==> config.mk <==
export PLATFORM = sky130hd
export DESIGN_NAME = prog_loader
export DESIGN_NICKNAME = d
export VERILOG_FILES = /design/src/rtl/prog_loader.sv
export SDC_FILE = /design/constraint.sdc
export NUM_CORES = 1
export LEC_CHECK = 0
export BUFFER_PORTS_ARGS = -buffer_cell sky130_fd_sc_hd__buf_4
export CAP_MARGIN = 20
export CORE_UTILIZATION = 25
export DETAILED_ROUTE_END_ITERATION = 8
export HOLD_SLACK_MARGIN = 0.03
export SETUP_SLACK_MARGIN = 0.1
export SLEW_MARGIN = 30
export SYNTH_ARGS = -nofsm -noshare
export SYNTH_HDL_FRONTEND = slang
export SYNTH_SLANG_ARGS = --single-unit
==> constraint.sdc <==
create_clock -name clk -period 2 [get_ports clk]
set_clock_uncertainty 0.05 [all_clocks]
set_input_delay 0.4 -clock clk [delete_from_list [all_inputs] [get_ports clk]]
set_output_delay 0.4 -clock clk [all_outputs]
set_load 0.02 [all_outputs]
==> src/rtl/prog_loader.sv <==
// rtl/prog_loader.sv - streaming program loader for the instruction RAM; checksum
// stage built only when PROG_LOADER_CHECKSUM_EN is defined.
module prog_loader #(
   parameter int ADDR_W = 8,
   parameter int DATA_W = 8
) (
   input  logic              clk,
   input  logic              reset,
   input  logic              start,
   input  logic              in_valid,
   input  logic [DATA_W-1:0] in_data,
   output logic              in_ready,
   output logic              mem_we,
   output logic [ADDR_W-1:0] mem_addr,
   output logic [DATA_W-1:0] mem_wdata,
   output logic              cpu_hold,
   output logic              busy,
   output logic              done,
   output logic              error
);

   localparam int CNT_W = ADDR_W + 1;
   localparam logic [CNT_W-1:0] LEN_FULL = CNT_W'(1) << ADDR_W;

   typedef enum logic [2:0] {
      S_IDLE,
      S_LEN,
      S_DATA,
      S_CSUM,
      S_DONE,
      S_ERROR
   } state_t;

   state_t            state_q, state_d;
   logic [CNT_W-1:0]  cnt_q, cnt_d;
   logic [CNT_W-1:0]  len_q, len_d;
   logic              mem_we_q, mem_we_d;
   logic [ADDR_W-1:0] mem_addr_q, mem_addr_d;
   logic [DATA_W-1:0] mem_wdata_q, mem_wdata_d;
   logic [CNT_W-1:0]  cnt_inc;
   logic              accept;
`ifdef PROG_LOADER_CHECKSUM_EN
   logic [DATA_W-1:0] sum_q, sum_d;
   logic [DATA_W-1:0] csum_total;
`endif

   always_ff @(posedge clk or negedge reset) begin
      if (!reset) begin
         state_q     <= S_IDLE;
         cnt_q       <= '0;
         len_q       <= '0;
         mem_we_q    <= 1'b0;
         mem_addr_q  <= '0;
         mem_wdata_q <= '0;
`ifdef PROG_LOADER_CHECKSUM_EN
         sum_q       <= '0;
`endif
      end else begin
         state_q     <= state_d;
         cnt_q       <= cnt_d;
         len_q       <= len_d;
         mem_we_q    <= mem_we_d;
         mem_addr_q  <= mem_addr_d;
         mem_wdata_q <= mem_wdata_d;
`ifdef PROG_LOADER_CHECKSUM_EN
         sum_q       <= sum_d;
`endif
      end
   end

   always_comb begin
      state_d     = state_q;
      cnt_d       = cnt_q;
      len_d       = len_q;
      mem_we_d    = 1'b0;
      mem_addr_d  = mem_addr_q;
      mem_wdata_d = mem_wdata_q;
      in_ready    = (state_q == S_LEN) || (state_q == S_DATA) || (state_q == S_CSUM);
      accept      = in_valid & in_ready;
      cnt_inc     = cnt_q + CNT_W'(1);
`ifdef PROG_LOADER_CHECKSUM_EN
      sum_d       = sum_q;
      csum_total  = sum_q + in_data;
`endif
      case (state_q)
         S_IDLE, S_DONE, S_ERROR: begin
            if (start) state_d = S_LEN;
         end
         S_LEN: begin
            if (accept) begin
               // A zero length byte stands for a full memory image.
               len_d   = (in_data == '0) ? LEN_FULL : CNT_W'(in_data);
               cnt_d   = '0;
`ifdef PROG_LOADER_CHECKSUM_EN
               sum_d   = '0;
`endif
               state_d = S_DATA;
            end
         end
         S_DATA: begin
            if (accept) begin
               mem_we_d    = 1'b1;
               mem_addr_d  = cnt_q[ADDR_W-1:0];
               mem_wdata_d = in_data;
               cnt_d       = cnt_inc;
`ifdef PROG_LOADER_CHECKSUM_EN
               sum_d       = csum_total;
               if (cnt_inc == len_q) state_d = S_CSUM;
`else
               if (cnt_inc == len_q) state_d = S_DONE;
`endif
            end
         end
`ifdef PROG_LOADER_CHECKSUM_EN
         S_CSUM: begin
            if (accept) state_d = (csum_total == '0) ? S_DONE : S_ERROR;
         end
`endif
         default: state_d = S_IDLE;
      endcase
   end

   assign mem_we    = mem_we_q;
   assign mem_addr  = mem_addr_q;
   assign mem_wdata = mem_wdata_q;
   assign busy      = (state_q == S_LEN) || (state_q == S_DATA) || (state_q == S_CSUM);
   assign done      = (state_q == S_DONE);
   assign cpu_hold  = (state_q != S_DONE);
`ifdef PROG_LOADER_CHECKSUM_EN
   assign error     = (state_q == S_ERROR);
`else
   assign error     = 1'b0;
`endif

endmodule

==> results of run 1 <==
worst max path at each step:
stage                                   endpoint  slack [ns]  cells after the start
after global routing      state_q[1]$_DFFE_PN0P_        0.08                      6
after CTS                 state_q[1]$_DFFE_PN0P_        0.14                      6
after global placement    state_q[1]$_DFFE_PN0P_        0.15                      6
after detailed placement  state_q[1]$_DFFE_PN0P_         0.1                      6
final                     state_q[1]$_DFFE_PN0P_        0.16                      6
after floorplan           state_q[1]$_DFFE_PN0P_        0.18                      6
logic make-up after synthesis:
kind of cell,synth area share
other,0.00202
AO/OA/AOI/OAI,0.0997
AND/OR/NAND/NOR,0.237
adder cells (fa/ha/maj),0.00674
XOR/XNOR,0.0424
multiplexers,0.0539
buffers and inverters,0.0465
flip-flops,0.512
worst register-to-register path, stage by stage (launching register included):
cell and delay (ns):
sky130_fd_sc_hd__dfrtp_2 0.42, sky130_fd_sc_hd__buf_12 0.12, sky130_fd_sc_hd__nand3_4 0.11, sky130_fd_sc_hd__or4_4 0.56, sky130_fd_sc_hd__a21oi_2 0.16, sky130_fd_sc_hd__o2111ai_2 0.12
sky130_fd_sc_hd__a21o_1 0.20
synthesized netlist by cell type, types with 2 or more instances:
master	count
sky130_fd_sc_hd__a31oi_1	2
sky130_fd_sc_hd__nand3_1	5
sky130_fd_sc_hd__o41ai_1	2
sky130_fd_sc_hd__xnor2_1	4
sky130_fd_sc_hd__clkbuf_1	6
sky130_fd_sc_hd__nor4_1	2
sky130_fd_sc_hd__dfrtp_1	38
sky130_fd_sc_hd__inv_1	4
sky130_fd_sc_hd__o211ai_1	2
sky130_fd_sc_hd__xor2_1	5
sky130_fd_sc_hd__o31ai_1	5
sky130_fd_sc_hd__nor2_1	12
sky130_fd_sc_hd__o21ai_0	13
sky130_fd_sc_hd__mux2_2	8
sky130_fd_sc_hd__nand2_1	58
sky130_fd_sc_hd__buf_4	2
sky130_fd_sc_hd__buf_6	3
flip-flops by register name, indices dropped and copies added, names as in the netlist:
signal	cells
len_q	9
mem_we	1
state_q	3
mem_addr	8
mem_wdata	8
cnt_q	9
per-layer routing:
layer,vias up,wire (um),track usage
li1,743,-,-
met1,731,2020,0.153
met2,30,1930,0.183
met3,7,137,0.0283
met4,0,61,0.0484
met5,-,0,0
where the power goes:
group          switching, mW  internal (mW)
Sequential             0.188          0.981
Combinational          0.554          0.509
Clock                  0.280          0.277
per-stage QoR:
| step | worst slack (ns) | area, sq um |
|---|---|---|
| floorplan | 0.185 | 1860 |
| global placement | 0.148 | 2210 |
| detailed placement | 0.0991 | 2210 |
| CTS | 0.137 | 2310 |
| global route | 0.0785 | 2360 |
| finish | 0.162 | 2360 |
repair_timing:
| item | CTS | global route |
|---|---|---|
| setup endpoints to repair | 1 | 2 |
| pin swaps | 0 | 2 |
| buffers inserted | 0 | 3 |
| gates cloned | 0 | 0 |
| resized for setup | 1 | 6 |
final cells by class:
class                           instances  area, sq um
Clock inverter                          2         12.5
Sequential cell                        38          953
Timing Repair Buffer                   43          335
Multi-Input combinational cell        143          841
Fill cell                             769         4850
Clock buffer                            6         82.6
Inverter                                4         15.0
Tap cell                               99          124
==> run metrics, run 1 <==
result of the run=completed; WL final=4.15 mm; number of antenna violations at the first check in global routing=0; clock-pin slew on the worst setup and hold paths=0.07 ns; quantity of I/O buffers inserted on ports=32; Critical Path RT=2.13 ns; Cells after Synth=196; total inserted antenna cells=0; setup repair after global routing missed its margin=no; Setup Total Neg Slack=0 ns; RePlAce Congestion=0.805; Post-Layout Cell Count=335; final core occ=0.328; number of flops mapped to enable cells by yosys=0; wire length of the first global-routing pass=6.84 mm; Initial DRT Pass Iterations=4; maximum clock insertion buffer count=2; share of the synthesized area in the top cell type=0.512; Async SR Flop Fraction=1.00; crit path DAT=1.97 ns; number of placed I/O pins=34; final max-slew violation count=0; synthesis-stage register bit count=38; Yosys warning total=0; total track usage=0.117; leading cell types in the layout, fill and taps excluded=58 x sky130_fd_sc_hd__nand2_1, 42 x sky130_fd_sc_hd__buf_4, 36 x sky130_fd_sc_hd__dfrtp_1; maximum number of pins on one net before global-route repair=39; setup violators final=0; series of cell instances along the critical path=buf_12, nand3_4, or4_4, a21oi_2, o2111ai_2, a21o_1; most common library cell in the layout ignoring fill and taps=sky130_fd_sc_hd__nand2_1; net count after synthesis=209; average cell area after synthesis=9.47 sq um; post-layout net count=248; DIE WIDTH=88.2 um; Static Leakage=1.11 nW; sequential cell area fraction in the yosys report=0.512; IR drop worst, VDD=0.000579 V; clock insertion delay at the later pin of the skew report=0.29 ns; WP buf/inv=1; PD cells=1180 mW/mm^2; minimum period implied by the final worst setup slack=1.84 ns; detailed-placement wirelength estimate=2.90 mm; number of global-route vias before repair=1411; CP max FO=8; share of the cycle needed by the critical path after routing=0.919; total overflow reported by the global router=0; crit end category=flip-flop; Worst Path Class, Setup=flip-flop to flip-flop; initial DRC count=73; launch point of the worst reg-to-reg path=cnt_q[0]$_DFFE_PN0P_; clock tree from TritonCTS=done; destination of the worst register-to-register timing path=state_q[1]$_DFFE_PN0P_; top cells by area in the synthesized netlist=sky130_fd_sc_hd__dfrtp_1 51%, sky130_fd_sc_hd__nand2_1 12%, sky130_fd_sc_hd__mux2_2 4.9%; fraction of layout instances using a drive strength above 1=0.297; Antenna Violating Nets Remaining=0; deepest level of the CTS H-tree=2; Placed Instances=324; post-DR vias/cell=4.51; startpoint types=flip-flop; Critical Path Start=cnt_q[0]$_DFFE_PN0P_; Hold Slack=0.0104 ns; number of placement rows=31; category of cells accounting for the largest share of critical-path delay=simple AND/OR/NAND/NOR gates; Routed WL per cell=12.4 um; post-synthesis instance area=0.00186 sq mm; Root Driver=sky130_fd_sc_hd__clkbuf_8; Worst Hold Class=input pin to async pin; Total Die Area=0.00778 sq mm; Initial Util=0.257; overall die height=88.2 um; number of hold buffers added after cts=0; number of cells on the worst reg-to-reg path=6; number of distinct library cell variants in the gate-level netlist after synthesis=42; power consumption=2.79 mW; Hold Violations, Final=0; Syn-to-layout area delta=27.3%; slowest cell on the critical path=sky130_fd_sc_hd__or4_4; Max Cap Viol=0; Slowest Stage Delay on Critical Path=0.56 ns; Num CTS Buffers=5; cell type with the largest total area after synthesis=sky130_fd_sc_hd__dfrtp_1; Via Count=1511; number of DRC violations after detailed routing=0; FMAX=0.544 GHz; top flip-flop cell by instance count after synthesis=sky130_fd_sc_hd__dfrtp_1; Placeable Area=0.00721 sq mm; Sink Count=38; Register-to-Register Setup Slack=0.16 ns
Power figures use the tool's default switching activity.
==> run 2, diff against run 1 <==
--- a/config.mk
+++ b/config.mk
@@ -8,8 +8,10 @@
 export BUFFER_PORTS_ARGS = -buffer_cell sky130_fd_sc_hd__buf_4
 export CAP_MARGIN = 20
+export CORE_MARGIN = 3
 export CORE_UTILIZATION = 25
 export DETAILED_ROUTE_END_ITERATION = 8
 export HOLD_SLACK_MARGIN = 0.03
 export SETUP_SLACK_MARGIN = 0.1
+export SKIP_CTS_REPAIR_TIMING = 1
 export SLEW_MARGIN = 30
 export SYNTH_ARGS = -nofsm -noshare
==> constraint.sdc (replaced) <==
create_clock -name clk -period 2 [get_ports clk]
set_clock_uncertainty 0.05 [all_clocks]
set_input_delay 0.4 -clock clk [delete_from_list [all_inputs] [get_ports clk]]
set_output_delay 0.4 -clock clk [all_outputs]
set_load 0.05 [all_outputs]
==> run 2 against run 1 <==
The run now ends with hold timing left. Critical path depth increased by 1. Sequential share of layout area is 0.42 points higher. Wire length up 3.0%. Power grew 9.7%. Flip-flop and latch count is the same. Hold slack worse by 0.012 ns. Maximum frequency up 3.0%. Design area decreased by 0.90%. Non-clock buffer count is 1 higher. Critical endpoint unchanged.
==> run metrics, run 2 (synthesis gave the netlist of run 1 again) <==
result of the run=complete, but fails checks; Critical Path RT=2.14 ns (about the same); setup repair after global routing missed its margin=no; deepest level of the CTS H-tree=2 (unchanged); Placeable Area=0.00698 sq mm (-3.2%); violations in the final reports=hold timing; slowest cell on the critical path=sky130_fd_sc_hd__dfrtp_2; RePlAce Congestion=0.830 (+3.1%); WL final=4.27 mm (+3.0%); post-layout net count=249 (+0.40%); series of cell instances along the critical path=ha_1, buf_4, xor2_1, o211ai_1, o21a_1, o2111ai_1, a21o_1; crit path DAT=1.93 ns (-0.04 ns); startpoint types=flip-flop; Slowest Stage Delay on Critical Path=0.45 ns (-0.11 ns); CP max FO=6 (-2); IR drop worst, VDD=0.000788 V (+36%); setup slack of the critical path after layout=0.215 ns (+0.0533 ns); minimum setup slack after placement=0.0982 ns (-0.000987 ns); number of antenna violations at the first check in global routing=0 (unchanged); wire length of the first global-routing pass=7.18 mm (+4.9%); most common library cell in the layout ignoring fill and taps=sky130_fd_sc_hd__nand2_1; clock tree from TritonCTS=done; Via Count=1510 (-0.066%); Total Die Area=0.00850 sq mm (+9.3%); registers with the most flip-flops=cnt_q x9, len_q x9; Routed WL per cell=12.8 um (+3.6%); total overflow reported by the global router=0 (unchanged); maximum clock insertion buffer count=2 (unchanged); Static Leakage=1.11 nW (about the same); power consumption=3.06 mW (+9.7%); Num CTS Buffers=5 (unchanged); final max-slew violation count=0 (unchanged); overall die height=92.2 um (+4.5%); FMAX=0.560 GHz (+3.0%); Hold Violations, Final=2 (+2); minimum period implied by the final worst setup slack=1.78 ns (-0.0533 ns); Syn-to-layout area delta=26.1%; Worst Path Class, Setup=flip-flop to flip-flop; number of global-route vias before repair=1478 (+4.7%); Sink Count=38 (unchanged); quantity of I/O buffers inserted on ports=32 (unchanged); Initial DRT Pass Iterations=5 (+1); maximum number of pins on one net before global-route repair=39 (unchanged); setup violators final=0 (unchanged); Initial Util=0.266 (+0.00858); Root Driver=sky130_fd_sc_hd__clkbuf_8; crit end category=flip-flop; Register-to-Register Setup Slack=0.22 ns (+0.05 ns); detailed-placement wirelength estimate=3.00 mm (+3.5%); number of placement rows=30 (-3.2%); leading cell types in the layout, fill and taps excluded=58 x sky130_fd_sc_hd__nand2_1, 44 x sky130_fd_sc_hd__buf_4, 35 x sky130_fd_sc_hd__dfrtp_1; Max Cap Viol=0 (unchanged); total inserted antenna cells=0 (unchanged); clock-pin slew on the worst setup and hold paths=0.08 ns (about the same); total track usage=0.108 (-0.00871); Worst Hold Class=input pin to async pin; post-DR vias/cell=4.53 (+0.53%); Hold Slack=-0.00161 ns (-0.0120 ns); DIE WIDTH=92.2 um (+4.5%); initial DRC count=92 (+26%); share of the cycle needed by the critical path after routing=0.892 (-0.0266); clock insertion delay at the later pin of the skew report=0.30 ns (about the same); PD cells=1310 mW/mm^2 (+11%); Antenna Violating Nets Remaining=0 (unchanged); Setup Total Neg Slack=0 ns (unchanged); fraction of layout instances using a drive strength above 1=0.291 (-0.00547); number of placed I/O pins=34 (unchanged); number of DRC violations after detailed routing=0 (unchanged)
[run 2: final cells by class]
| cell class | instances | area (sq um) |
|---|---|---|
| Clock inverter | 2 | 12.5 |
| Timing Repair Buffer | 44 | 330 |
| Sequential cell | 38 | 955 |
| Clock buffer | 6 | 82.6 |
| Tap cell | 96 | 120 |
| Fill cell | 749 | 4640 |
| Inverter | 4 | 15.0 |
| Multi-Input combinational cell | 143 | 827 |
[run 2: where the power goes]
| part | leakage (nW) | internal, mW | total, mW | switching (mW) |
|---|---|---|---|---|
| clock | 0.0472 | 0.277 | 0.568 | 0.291 |
| sequential | 0.492 | 0.981 | 1.16 | 0.180 |
| combinational | 0.572 | 0.499 | 1.33 | 0.831 |
| total | 1.11 | 1.76 | 3.06 | 1.30 |
[run 2: worst max-delay path, delay by kind of cell, from the launching register on]
kind,cells,cell delay (ns)
fa+ha+maj,1,0.22
flops,1,0.45
xor+xnor,1,0.16
compound gates,4,0.63
buf+inv,1,0.16
[run 2: metal layers]
layer / share of wire / vias up / GRT usage
li1: - / 744 / -
met1: 0.47 / 723 / 0.139
met5: 0 / - / 0
met4: 0.020 / 0 / 0.0458
met2: 0.46 / 34 / 0.172
met3: 0.048 / 9 / 0.0254
[run 2: worst paths after layout]
check                                   startpoint                        to  depth (start not counted)
max                           cnt_q[0]$_DFFE_PN0P_    state_q[1]$_DFFE_PN0P_                          7
min                                          reset          mem_we$_DFF_PN0_                          1
max reg2reg                   cnt_q[0]$_DFFE_PN0P_    state_q[1]$_DFFE_PN0P_                          7
min reg2reg                mem_addr[5]$_DFFE_PN0P_   mem_addr[5]$_DFFE_PN0P_                          2
max in group asynchronous                    reset      cnt_q[1]$_DFFE_PN0P_                          1
min in group clk                        in_data[1]  mem_wdata[1]$_DFFE_PN0P_                          3
[run 2: per-stage QoR]
stage	hold slack (ns)	util	cell area (sq um)	std cells
3_5_place_dp	0.352	0.318	2220	323
2_1_floorplan	0.0544	-	1860	196
6_report	-0.00161	0.335	2340	333
4_1_cts	0.0238	0.332	2320	331
5_1_grt	0.0400	0.335	2340	333
3_3_place_gp	0.351	0.318	2220	323
==> run 3, diff against run 2 <==
Settings changed: BUFFER_PORTS_ARGS -buffer_cell sky130_fd_sc_hd__buf_4 to not set, DONT_BUFFER_PORTS set to 1, SKIP_CTS_REPAIR_TIMING 1 to not set.
==> run 3 against run 2 <==
The flow now finishes without violations. Non-clock buffer count is 28 lower. Core utilization is 2.5 points lower. Critical path depth is 2 lower. Critical path type unchanged. Cell count is 8.4% lower. Highest routed layer unchanged. Wire length is 0.56% lower. Hold slack better by 0.16 ns.
==> run metrics, run 3 (synthesis gave the netlist of run 1 again) <==
Stages on worst setup path=5 (-2); Total Die Area=0.00850 sq mm (unchanged); number of placement rows=30 (unchanged); Layout fillers=766 (+2.3%); Via Count=1403 (-7.1%); number of placed I/O pins=34 (unchanged); setup violators final=0 (unchanged); setup slack of the critical path after layout=0.193 ns (-0.0218 ns); actual slew at the worst max-slew pin=0.526 ns; PD cells=1330 mW/mm^2 (+2.2%); total inserted antenna cells=0 (unchanged); initial DRC count=60 (-35%); deepest level of the CTS H-tree=2 (unchanged); clock-pin slew on the worst setup and hold paths=0.08 ns (about the same); share of the cycle needed by the critical path after routing=0.903 (+0.0109); clock insertion delay at the later pin of the skew report=0.29 ns (about the same); startpoint types=flip-flop; quantity of I/O buffers inserted on ports=0 (-100%); number of antenna violations at the first check in global routing=0 (unchanged); Antenna Violating Nets Remaining=0 (unchanged); Root Driver=sky130_fd_sc_hd__clkbuf_8; total overflow reported by the global router=0 (unchanged); RePlAce Congestion=0.836 (+0.65%); maximum number of pins on one net before global-route repair=39 (unchanged); Hold Violations, Final=0 (-2); minimum setup slack after placement=0.126 ns (+0.0279 ns); launch point of the worst reg-to-reg path=cnt_q[0]$_DFFE_PN0P_; buffers inserted during post-CTS setup optimization=0; Routed WL per cell=13.9 um (+8.6%); leading cell types in the layout, fill and taps excluded=58 x sky130_fd_sc_hd__nand2_1, 35 x sky130_fd_sc_hd__dfrtp_1, 14 x sky130_fd_sc_hd__buf_4; result of the run=completed; Setup Total Neg Slack=0 ns (unchanged); max-slew headroom at the worst pin=0.648; overall die height=92.2 um (unchanged); clock tree from TritonCTS=done; slowest cell on the critical path=sky130_fd_sc_hd__or4_1; total track usage=0.108 (+0.000518); WL final=4.25 mm (-0.56%); fraction of layout instances using a drive strength above 1=0.201 (-0.0902); crit end category=flip-flop; number of global-route vias before repair=1453 (-1.7%); most common library cell in the layout ignoring fill and taps=sky130_fd_sc_hd__nand2_1; Critical Path RT=2.14 ns (about the same); DIE WIDTH=92.2 um (unchanged); WP buf/inv=0 (-1); crit path DAT=1.95 ns (+0.02 ns); registers with the most flip-flops=cnt_q x9, len_q x9; Static Leakage=0.973 nW (-12%); Initial DRT Pass Iterations=4 (-1); Worst Path Class, Setup=flip-flop to flip-flop; Syn-to-layout area delta=16.6%; Num CTS Buffers=5 (unchanged); FMAX=0.554 GHz (-1.2%); startpoint of the lowest-slack hold path=in_data[4]; minimum period implied by the final worst setup slack=1.81 ns (+0.0218 ns); CP max FO=8 (+2); Critical Path Start=cnt_q[0]$_DFFE_PN0P_; number of DRC violations after detailed routing=0 (unchanged); Max Cap Viol=0 (unchanged); Slowest Stage Delay on Critical Path=0.54 ns (+0.09 ns); Sink Count=38 (unchanged); setup repair after global routing missed its margin=no; post-layout net count=221 (-11%); post-DR vias/cell=4.60 (+1.4%); final max-slew violation count=0 (unchanged); IR drop worst, VDD=0.000682 V (-13%); number of cells on the worst reg-to-reg path=5 (-2); category of cells accounting for the largest share of critical-path delay=simple AND/OR/NAND/NOR gates; wire length of the first global-routing pass=7.21 mm (+0.39%); series of cell instances along the critical path=nand3_4, or4_1, a21oi_1, o2111ai_2, a21o_1; Placeable Area=0.00698 sq mm (unchanged); Register-to-Register Setup Slack=0.19 ns (-0.02 ns); Worst Hold Class=input pin to flip-flop; Initial Util=0.266 (unchanged); Critical path destination=state_q[1]$_DFFE_PN0P_; detailed-placement wirelength estimate=3.07 mm (+2.4%); destination of the worst register-to-register timing path=state_q[1]$_DFFE_PN0P_; maximum clock insertion buffer count=2 (unchanged)
-- run 3: changes by cell type in the layout (fill, tap and decap cells not counted), sizes merged --
cell	delta
dlygate4sd3	+1
buf	-29
-- run 3: cell type report --
class	count	area [sq um]	share of cell area
Clock inverter	2	12.5	0.00578
Sequential cell	38	955	0.441
Multi-Input combinational cell	143	846	0.391
Timing Repair Buffer	16	135	0.0624
Inverter	4	15.0	0.00693
Clock buffer	6	82.6	0.0381
Tap cell	96	120	0.0555
-- run 3: timing repair --
| action | 4_1_cts | 5_1_grt |
|---|---|---|
| gates resized for setup | 0 | 7 |
| endpoints found under the hold margin | 38 | 0 |
| setup endpoints to repair | 0 | 2 |
| hold buffers | 2 | 0 |
-- run 3: how the worst min path moves through the flow --
stage	to	slack, ns	depth (start not counted)
floorplan	cnt_q[0]$_DFFE_PN0P_	0.05	0
global placement	mem_we$_DFF_PN0_	0.06	0
detailed placement	mem_we$_DFF_PN0_	0.06	0
CTS	mem_wdata[4]$_DFFE_PN0P_	0.15	2
global route	state_q[0]$_DFFE_PN0P_	0.16	1
finish	mem_wdata[4]$_DFFE_PN0P_	0.16	2
-- run 3: worst register-to-register path: stages (launching register included) --
cell and delay, ns:
sky130_fd_sc_hd__dfrtp_2 0.47, sky130_fd_sc_hd__nand3_4 0.14, sky130_fd_sc_hd__or4_1 0.54, sky130_fd_sc_hd__a21oi_1 0.19, sky130_fd_sc_hd__o2111ai_2 0.15, sky130_fd_sc_hd__a21o_1 0.18
-- run 3: routing by layer --
| layer | share of wire | track usage | routed length [um] | vias up |
|---|---|---|---|---|
| met3 | 0.059 | 0.0369 | 252 | 8 |
| met4 | 0.014 | 0.0347 | 58 | 0 |
| met1 | 0.47 | 0.144 | 1990 | 674 |
| li1 | - | - | - | 684 |
| met5 | 0 | 0 | 0 | - |
| met2 | 0.46 | 0.165 | 1940 | 37 |
-- run 3: where the power goes --
part	internal [mW]	total, mW	switching [mW]	leakage, nW
Clock	0.277	0.563	0.286	0.0472
Combinational	0.355	0.819	0.464	0.434
Sequential	0.974	1.51	0.535	0.492
Total	1.61	2.89	1.29	0.973
-- run 3: stage by stage --
| step | total power, mW | hold slack (ns) | area (sq um) | utilization | std cells |
|---|---|---|---|---|---|
| final | 2.89 | 0.159 | 2170 | 0.310 | 305 |
| after global routing | 3.08 | 0.159 | 2170 | 0.310 | 305 |
| after CTS | 2.90 | 0.151 | 2140 | 0.306 | 305 |
| after detailed placement | 2.30 | 0.0553 | 2010 | 0.288 | 295 |
| after global placement | 2.28 | 0.0552 | 2010 | 0.288 | 295 |
| after floorplan | 2.09 | 0.0544 | 1860 | - | 196 |
